## src/rtl/fifo_pkg.sv

```systemverilog
// Shared types and helpers for the FIFO read-side word packer.
// No logic, no latency; backpressure n/a.
package fifo_pkg;

    localparam int DEF_DATA_WIDTH = 8;
    localparam int DEF_PACK       = 4;

    typedef enum logic [1:0] {
        IDLE,
        FILL,
        HOLD
    } pack_state_t;

    // Lane count -> per-lane keep mask (n low bits set); n >= 64 gives all ones.
    function automatic logic [63:0] keep_mask(input int unsigned n);
        return (64'd1 << n) - 64'd1;
    endfunction

endpackage

```

## src/rtl/fifo_pack_outreg.sv

```systemverilog
// Valid/ready output holding register: loads a word, holds it until accepted.
// Latency: 1 cycle from load to valid.
// Backpressure: data/keep/valid stay stable while valid && !ready; caller loads only when !valid || ready.
module fifo_pack_outreg
    import fifo_pkg::*;
#(
    parameter int W = 32,
    parameter int K = 4
) (
    input  logic         clk,
    input  logic         rst_n,
    input  logic         load,
    input  logic [W-1:0] load_data,
    input  logic [K-1:0] load_keep,
    input  logic         ready,
    output logic         valid,
    output logic [W-1:0] data,
    output logic [K-1:0] keep
);

    always_ff @(posedge clk) begin
        if (!rst_n) begin
            valid <= 1'b0;
            data  <= '0;
            keep  <= '0;
        end else if (load) begin
            valid <= 1'b1;
            data  <= load_data;
            keep  <= load_keep;
        end else if (ready) begin
            valid <= 1'b0;
        end
    end

endmodule

```

## src/rtl/fifo_word_packer.sv

```systemverilog
// Packs PACK FIFO entries into one wide word with keep mask; partial words flush on request or idle timeout.
// Latency: 2 cycles from the completing pop to m_valid. Optional FIFO_PACK_STATS_EN adds handoff counters.
// Backpressure: stalled output parks the accumulator in HOLD and stops popping, so the FIFO fills.
module fifo_word_packer
    import fifo_pkg::*;
#(
    parameter int DATA_WIDTH = DEF_DATA_WIDTH,
    parameter int PACK       = DEF_PACK,
    parameter int TIMEOUT    = 16
`ifdef FIFO_PACK_STATS_EN
    ,
    parameter int CNT_W      = 16
`endif
) (
    input  logic                       rd_clk,
    input  logic                       rst_n,
    input  logic                       fifo_empty,
    input  logic [DATA_WIDTH-1:0]      fifo_dout,
    output logic                       fifo_rd_en,
    output logic                       m_valid,
    input  logic                       m_ready,
    output logic [DATA_WIDTH*PACK-1:0] m_data,
    output logic [PACK-1:0]            m_keep,
`ifdef FIFO_PACK_STATS_EN
    output logic [CNT_W-1:0]           stat_words,
    output logic [CNT_W-1:0]           stat_flushes,
`endif
    input  logic                       flush
);

    localparam int LCW = $clog2(PACK + 1);
    localparam int LIW = $clog2(PACK);
    localparam int IW  = (TIMEOUT > 0) ? $clog2(TIMEOUT + 1) : 1;

    pack_state_t                          state;
    logic [LCW-1:0]                       lane_cnt;
    logic                                 inflight;
    logic                                 flush_pend;
    logic [IW-1:0]                        idle_cnt;
    logic [PACK-1:0][DATA_WIDTH-1:0]      acc;

    logic            full_word, timeout_hit, flush_req, complete, handoff;
    logic [LIW-1:0]  lane_idx;
    logic [PACK-1:0] keep_ld;

    always_comb begin
        full_word   = (lane_cnt == LCW'(PACK));
        timeout_hit = (TIMEOUT != 0) && (idle_cnt == IW'(TIMEOUT));
        flush_req   = flush || flush_pend || timeout_hit;
        // A flush waits for any in-flight pop so that entry lands in the word.
        complete    = full_word || (flush_req && (lane_cnt != '0) && !inflight);
        handoff     = complete && (!m_valid || m_ready);
        fifo_rd_en  = !fifo_empty && ((int'(lane_cnt) + int'(inflight)) < PACK) && (state != HOLD);
        lane_idx    = LIW'(lane_cnt);
        keep_ld     = PACK'(keep_mask(32'(lane_cnt)));
    end

    always_ff @(posedge rd_clk) begin
        if (!rst_n) begin
            state      <= IDLE;
            lane_cnt   <= '0;
            inflight   <= 1'b0;
            flush_pend <= 1'b0;
            idle_cnt   <= '0;
            acc        <= '0;
        end else begin
            inflight <= fifo_rd_en;

            // Handoff and capture never coincide: handoff requires !inflight or a full accumulator.
            if (handoff) begin
                lane_cnt <= '0;
                acc      <= '0;
            end else if (inflight) begin
                acc[lane_idx] <= fifo_dout;
                lane_cnt      <= lane_cnt + 1'b1;
            end

            if (handoff)
                flush_pend <= 1'b0;
            else if (flush && (lane_cnt != '0))
                flush_pend <= 1'b1;

            if (handoff || inflight)
                idle_cnt <= '0;
            else if ((lane_cnt != '0) && fifo_empty && !timeout_hit && (TIMEOUT != 0))
                idle_cnt <= idle_cnt + 1'b1;

            if (handoff)
                state <= IDLE;
            else if (complete)
                state <= HOLD;
            else if (inflight || (lane_cnt != '0))
                state <= FILL;
            else
                state <= IDLE;
        end
    end

    fifo_pack_outreg #(
        .W (DATA_WIDTH * PACK),
        .K (PACK)
    ) u_outreg (
        .clk       (rd_clk),
        .rst_n     (rst_n),
        .load      (handoff),
        .load_data (acc),
        .load_keep (keep_ld),
        .ready     (m_ready),
        .valid     (m_valid),
        .data      (m_data),
        .keep      (m_keep)
    );

`ifdef FIFO_PACK_STATS_EN
    always_ff @(posedge rd_clk) begin
        if (!rst_n) begin
            stat_words   <= '0;
            stat_flushes <= '0;
        end else if (handoff) begin
            if (full_word && (stat_words != '1))
                stat_words <= stat_words + 1'b1;
            else if (!full_word && (stat_flushes != '1))
                stat_flushes <= stat_flushes + 1'b1;
        end
    end
`endif

endmodule

```

## config.mk

```make
export PLATFORM = sky130hd
export DESIGN_NAME = fifo_word_packer
export DESIGN_NICKNAME = d
export VERILOG_FILES = /design/src/rtl/fifo_pkg.sv /design/src/rtl/fifo_pack_outreg.sv /design/src/rtl/fifo_word_packer.sv
export SDC_FILE = /design/constraint.sdc
export NUM_CORES = 1
export LEC_CHECK = 0
export ABC_CLOCK_PERIOD_IN_PS = 4000
export BUFFER_PORTS_ARGS = -buffer_cell sky130_fd_sc_hd__buf_2
export CORE_MARGIN = 5
export CORE_UTILIZATION = 24
export CTS_CLUSTER_DIAMETER = 200
export DETAILED_ROUTE_END_ITERATION = 8
export GPL_TIMING_DRIVEN = 0
export SYNTH_ARGS = -nofsm -noshare
export SYNTH_HDL_FRONTEND = slang
export SYNTH_SLANG_ARGS = --single-unit
```

## constraint.sdc

```tcl
create_clock -name rd_clk -period 4 [get_ports rd_clk]
set_input_delay 0.8 -clock rd_clk [delete_from_list [all_inputs] [get_ports rd_clk]]
set_output_delay 0.8 -clock rd_clk [all_outputs]
set_load 0.01 [all_outputs]
```

==> metrics.csv <==
stage,metric,value,unit
power_and_ir_drop,largest voltage drop on the vdd net,172,uV
worst_setup_path,Register-to-Register Path Depth,8,
floorplan,area of the placeable core,13800,sq um
floorplan,die width,128,um
synth,adder and majority cell fraction of the synthesized area,0.0299,
synth,multiplexer fraction of the synthesized cell area,0.102,
clock_network,clock slew at reported path FFs,0.06,ns
sta,setup repair after global routing missed its margin,false,
synth,net count after synthesis,396,
global_routing,gr ovfl total,0,
synth,most used flip-flop cell after synthesis,sky130_fd_sc_hd__dfxtp_1,
global_routing,largest net degree at the start of global routing,17,
clock_network,clock insertion delay at the later pin of the skew report,0.34,ns
floorplan,I/O Pins,51,
min_path,class of the worst hold path,flip-flop to flip-flop,
synth,"FFs w/ async S/R, synth",0,
sta,Setup Viol. Count Final,0,
worst_setup_path,type of element launching the critical path,flip-flop,
routing,routed wire length per instance,13.1,um
worst_setup_path,Critical Path Max Stage Delay,0.31,ns
synth,post-synthesis average cell area,8.93,sq um
clock_network,clock tree from TritonCTS,done,
synth,post-synthesis instance total,375,
floorplan,DIE AREA,16400,sq um
sta,Final Cycle Share,0.577,
synth,number of synthesized register bits,81,
layout,number of nets in the finished design,457,
synth,post-synthesis simple-gate area fraction,0.220,
worst_setup_path,critical register-to-register path startpoint,lane_cnt[0],
min_path,hold path cells,2,
place,weighted congestion at the end of routability-driven global placement,0.790,
routing,1st-pass router iterations,4,
sta,number of hold-slack violations in the final timing report,0,
clock_network,Num Clock Sinks,81,
worst_setup_path,biggest fanout along the worst timing path,10,
routing,ANT nets after route,0,
clock_network,CTS Hold Buffers Added,0,
worst_setup_path,Crit Reg-Reg Endpoint,u_outreg.data[31],
global_routing,GR Util met2,0.165,
clock_network,Clock Tree Root,sky130_fd_sc_hd__clkbuf_16,
power_and_ir_drop,power per cell area,495,nW/um^2
layout,combined flip-flop and latch cell area,1620,sq um
min_path,Hold Crit Endpoint,u_outreg.data[21],
sta,max-slew headroom at the worst pin,0.663,
worst_setup_path,cell family contributing the most delay on the critical path,buffers and inverters,
floorplan,number of standard-cell rows in the floorplan,43,
worst_setup_path,data arrival time at the worst-slack endpoint,1.51,ns
clock_network,post_cts resized,0,
sta,Setup Skew,0.00970,ns
global_routing,met3 usage,0.0354,
worst_setup_path,list of cells traversed by the critical path,"clkbuf_1, buf_2, a31oi_1, buf_2",
routing,via density per instance,4.32,
min_path,launch instance of the worst min-delay path,u_outreg.data[21],
clock_network,Clock Tree Buf Depth,2,
synth,area share of xor/xnor cells in the synthesized design,0.0157,
global_routing,GR met1 Demand/Resource,0.132,
power_and_ir_drop,cell leakage power,1.54,nW
clock_network,Inserted Clock Buffers,9,
global_routing,antenna violations before repair,0,
global_routing,via count of the first global-routing pass,2654,
clock_network,# Post-CTS Setup Buffers,0,
worst_setup_path,worst-case register-to-register setup slack,1.90,ns
synth,Ys Warns,0,
layout,share of post-route cells with drive strength above 1,0.204,
sta,number of max-slew violations in the final report,0,
run_status,run status,"complete, no violations",
synth,Synth Area in Compound Gates,0.0997,
clock_network,CTS HTree Levels,3,
sta,maximum operating frequency,0.433,GHz
place,placed wire-length estimate,6.27,mm
worst_setup_path,critical path launch point,inflight,
routing,total wire length after detailed routing,8.14,mm
sta,final total negative setup slack,0,ns
run,max-cap violations,0,
routing,Iteration-0 DRC Markers,118,
global_routing,All-Layer GR Usage,0.104,
floorplan,initial core utilization,0.243,
synth,count of flip-flops with a built-in enable after synthesis,0,
global_routing,busiest metal layer after global routing,met2,
global_routing,wire length of the first global-routing pass,13.4,mm
place,total of buffers placed on input and output ports,50,
synth,Post-Syn Area,3350,sq um
worst_setup_path,CP dominant cell by count,sky130_fd_sc_hd__buf_2,
synth,distinct cell type count of the synthesized netlist,38,
worst_setup_path,classification of the worst setup path,flip-flop to primary output,
layout,area added between synthesis and finish,23.4,%
place,pre-CTS setup slack,1.75,ns
layout,count of inserted antenna diode cells,0,
floorplan,height of the chip,128,um
routing,via count of the routed design,2681,
sta,minimum period implied by the final worst setup slack,2.31,ns
layout,area occupied by multi-input gates,1560,sq um
worst_setup_path,count of buffering cells on the critical path with inverters included,3,
worst_setup_path,required time at the endpoint of the critical path,3.20,ns
layout,number of inserted filler cells in the final layout,1492,
worst_setup_path,element type at the critical path end,primary output,
sta,setup slack after layout,1.69,ns
sta,slew of the pin with the lowest slew margin,0.506,ns
routing,DRC Markers,0,
synth,part of the Yosys area used for sequential elements,0.484,
synth,main combinational cell family by area after synthesis,simple AND/OR/NAND/NOR gates,
worst_setup_path,slowest stage cell on the critical path,sky130_fd_sc_hd__buf_2,
-- routing by layer --
metal | up-vias | share of wire
met3 | 10 | 0.062
li1 | 1380 | -
met1 | 1232 | 0.45
met4 | 0 | 0.015
met5 | - | 0
met2 | 59 | 0.47
-- worst reg2reg max path, cell delays in order (launching register included) --
cell                       delay (ns)
sky130_fd_sc_hd__dfxtp_1         0.41
sky130_fd_sc_hd__inv_1           0.10
sky130_fd_sc_hd__ha_1            0.29
sky130_fd_sc_hd__and2b_1         0.23
sky130_fd_sc_hd__clkinv_2        0.13
sky130_fd_sc_hd__o221ai_4        0.17
sky130_fd_sc_hd__nor2_8          0.27
sky130_fd_sc_hd__buf_6           0.22
sky130_fd_sc_hd__mux2i_1         0.22
-- synthesized netlist by cell type, types with 2 or more instances --
cell type | number | area share
sky130_fd_sc_hd__nor2_1 | 13 | 0.015
sky130_fd_sc_hd__clkbuf_1 | 15 | 0.017
sky130_fd_sc_hd__nor3_1 | 2 | 0.0030
sky130_fd_sc_hd__a21oi_1 | 24 | 0.036
sky130_fd_sc_hd__nand2_1 | 104 | 0.12
sky130_fd_sc_hd__xnor2_1 | 4 | 0.010
sky130_fd_sc_hd__and2b_1 | 2 | 0.0045
sky130_fd_sc_hd__o21ai_0 | 2 | 0.0030
sky130_fd_sc_hd__dfxtp_1 | 81 | 0.48
sky130_fd_sc_hd__o211a_1 | 2 | 0.0060
sky130_fd_sc_hd__ha_1 | 8 | 0.030
sky130_fd_sc_hd__mux2i_1 | 34 | 0.10
sky130_fd_sc_hd__inv_1 | 7 | 0.0078
sky130_fd_sc_hd__a21oi_2 | 10 | 0.026
sky130_fd_sc_hd__nand3_1 | 38 | 0.057
sky130_fd_sc_hd__buf_6 | 6 | 0.020
sky130_fd_sc_hd__xor2_1 | 2 | 0.0052
-- power by group --
group          switching [W]  leakage [nW]  internal, W
Sequential         0.0000181         0.655     0.000839
Combinational       0.000211         0.735     0.000135
Clock               0.000350         0.149     0.000495
Total               0.000579          1.54      0.00147
-- how the worst max path moves through the flow --
stage,to,slack [ns],cells after the start
2_1_floorplan,fifo_rd_en,2.01,3
3_3_place_gp,fifo_rd_en,1.73,5
3_5_place_dp,fifo_rd_en,1.75,5
4_1_cts,fifo_rd_en,1.69,4
5_1_grt,fifo_rd_en,1.56,4
6_report,fifo_rd_en,1.69,4
-- through the flow --
step	area [sq um]	hold WS, ns	util	std cells	total power [W]
floorplan	3350	0.434	-	375	0.00114
global placement	3820	0.443	0.278	605	0.00122
detailed placement	3820	0.445	0.278	605	0.00123
CTS	4130	0.458	0.300	621	0.00207
global route	4130	0.475	0.300	621	0.00214
finish	4130	0.455	0.300	621	0.00205
-- registers in the layout, summed over array words and instances, names as in the netlist --
name / flops
inflight: 1
acc: 32
state: 2
u_outreg.data: 32
lane_cnt: 3
flush_pend: 1
u_outreg.valid: 1
idle_cnt: 5
u_outreg.keep: 4
-- cells by family (layout without fill, tap and decap cells) --
logic type	Yosys count	in the layout
buf+inv	31	97
compound gates	47	47
xor+xnor	6	6
fa+ha+maj	8	8
flops	81	81
simple gates	168	168
mux	34	34
-- cells in the final DEF, fill, tap and decap left out, types with 3 or more instances in the layout --
cell,n
sky130_fd_sc_hd__ha_1,8
sky130_fd_sc_hd__buf_6,6
sky130_fd_sc_hd__nor2_1,13
sky130_fd_sc_hd__nand3_1,38
sky130_fd_sc_hd__clkbuf_16,9
sky130_fd_sc_hd__buf_2,51
sky130_fd_sc_hd__inv_6,3
sky130_fd_sc_hd__dfxtp_1,81
sky130_fd_sc_hd__a21oi_1,24
sky130_fd_sc_hd__clkbuf_1,15
sky130_fd_sc_hd__mux2i_1,34
sky130_fd_sc_hd__inv_1,7
sky130_fd_sc_hd__xnor2_1,4
sky130_fd_sc_hd__nand2_1,104
sky130_fd_sc_hd__a21oi_2,10
-- final cells by class --
cell class / instances / share of cell area
Tap cell: 180 / 0.0545
Clock buffer: 9 / 0.0545
Clock inverter: 7 / 0.0203
Sequential cell: 81 / 0.392
Timing Repair Buffer: 50 / 0.0605
Inverter: 8 / 0.00757
Multi-Input combinational cell: 263 / 0.378
Buffer: 23 / 0.0321
Power figures use the tool's default switching activity.
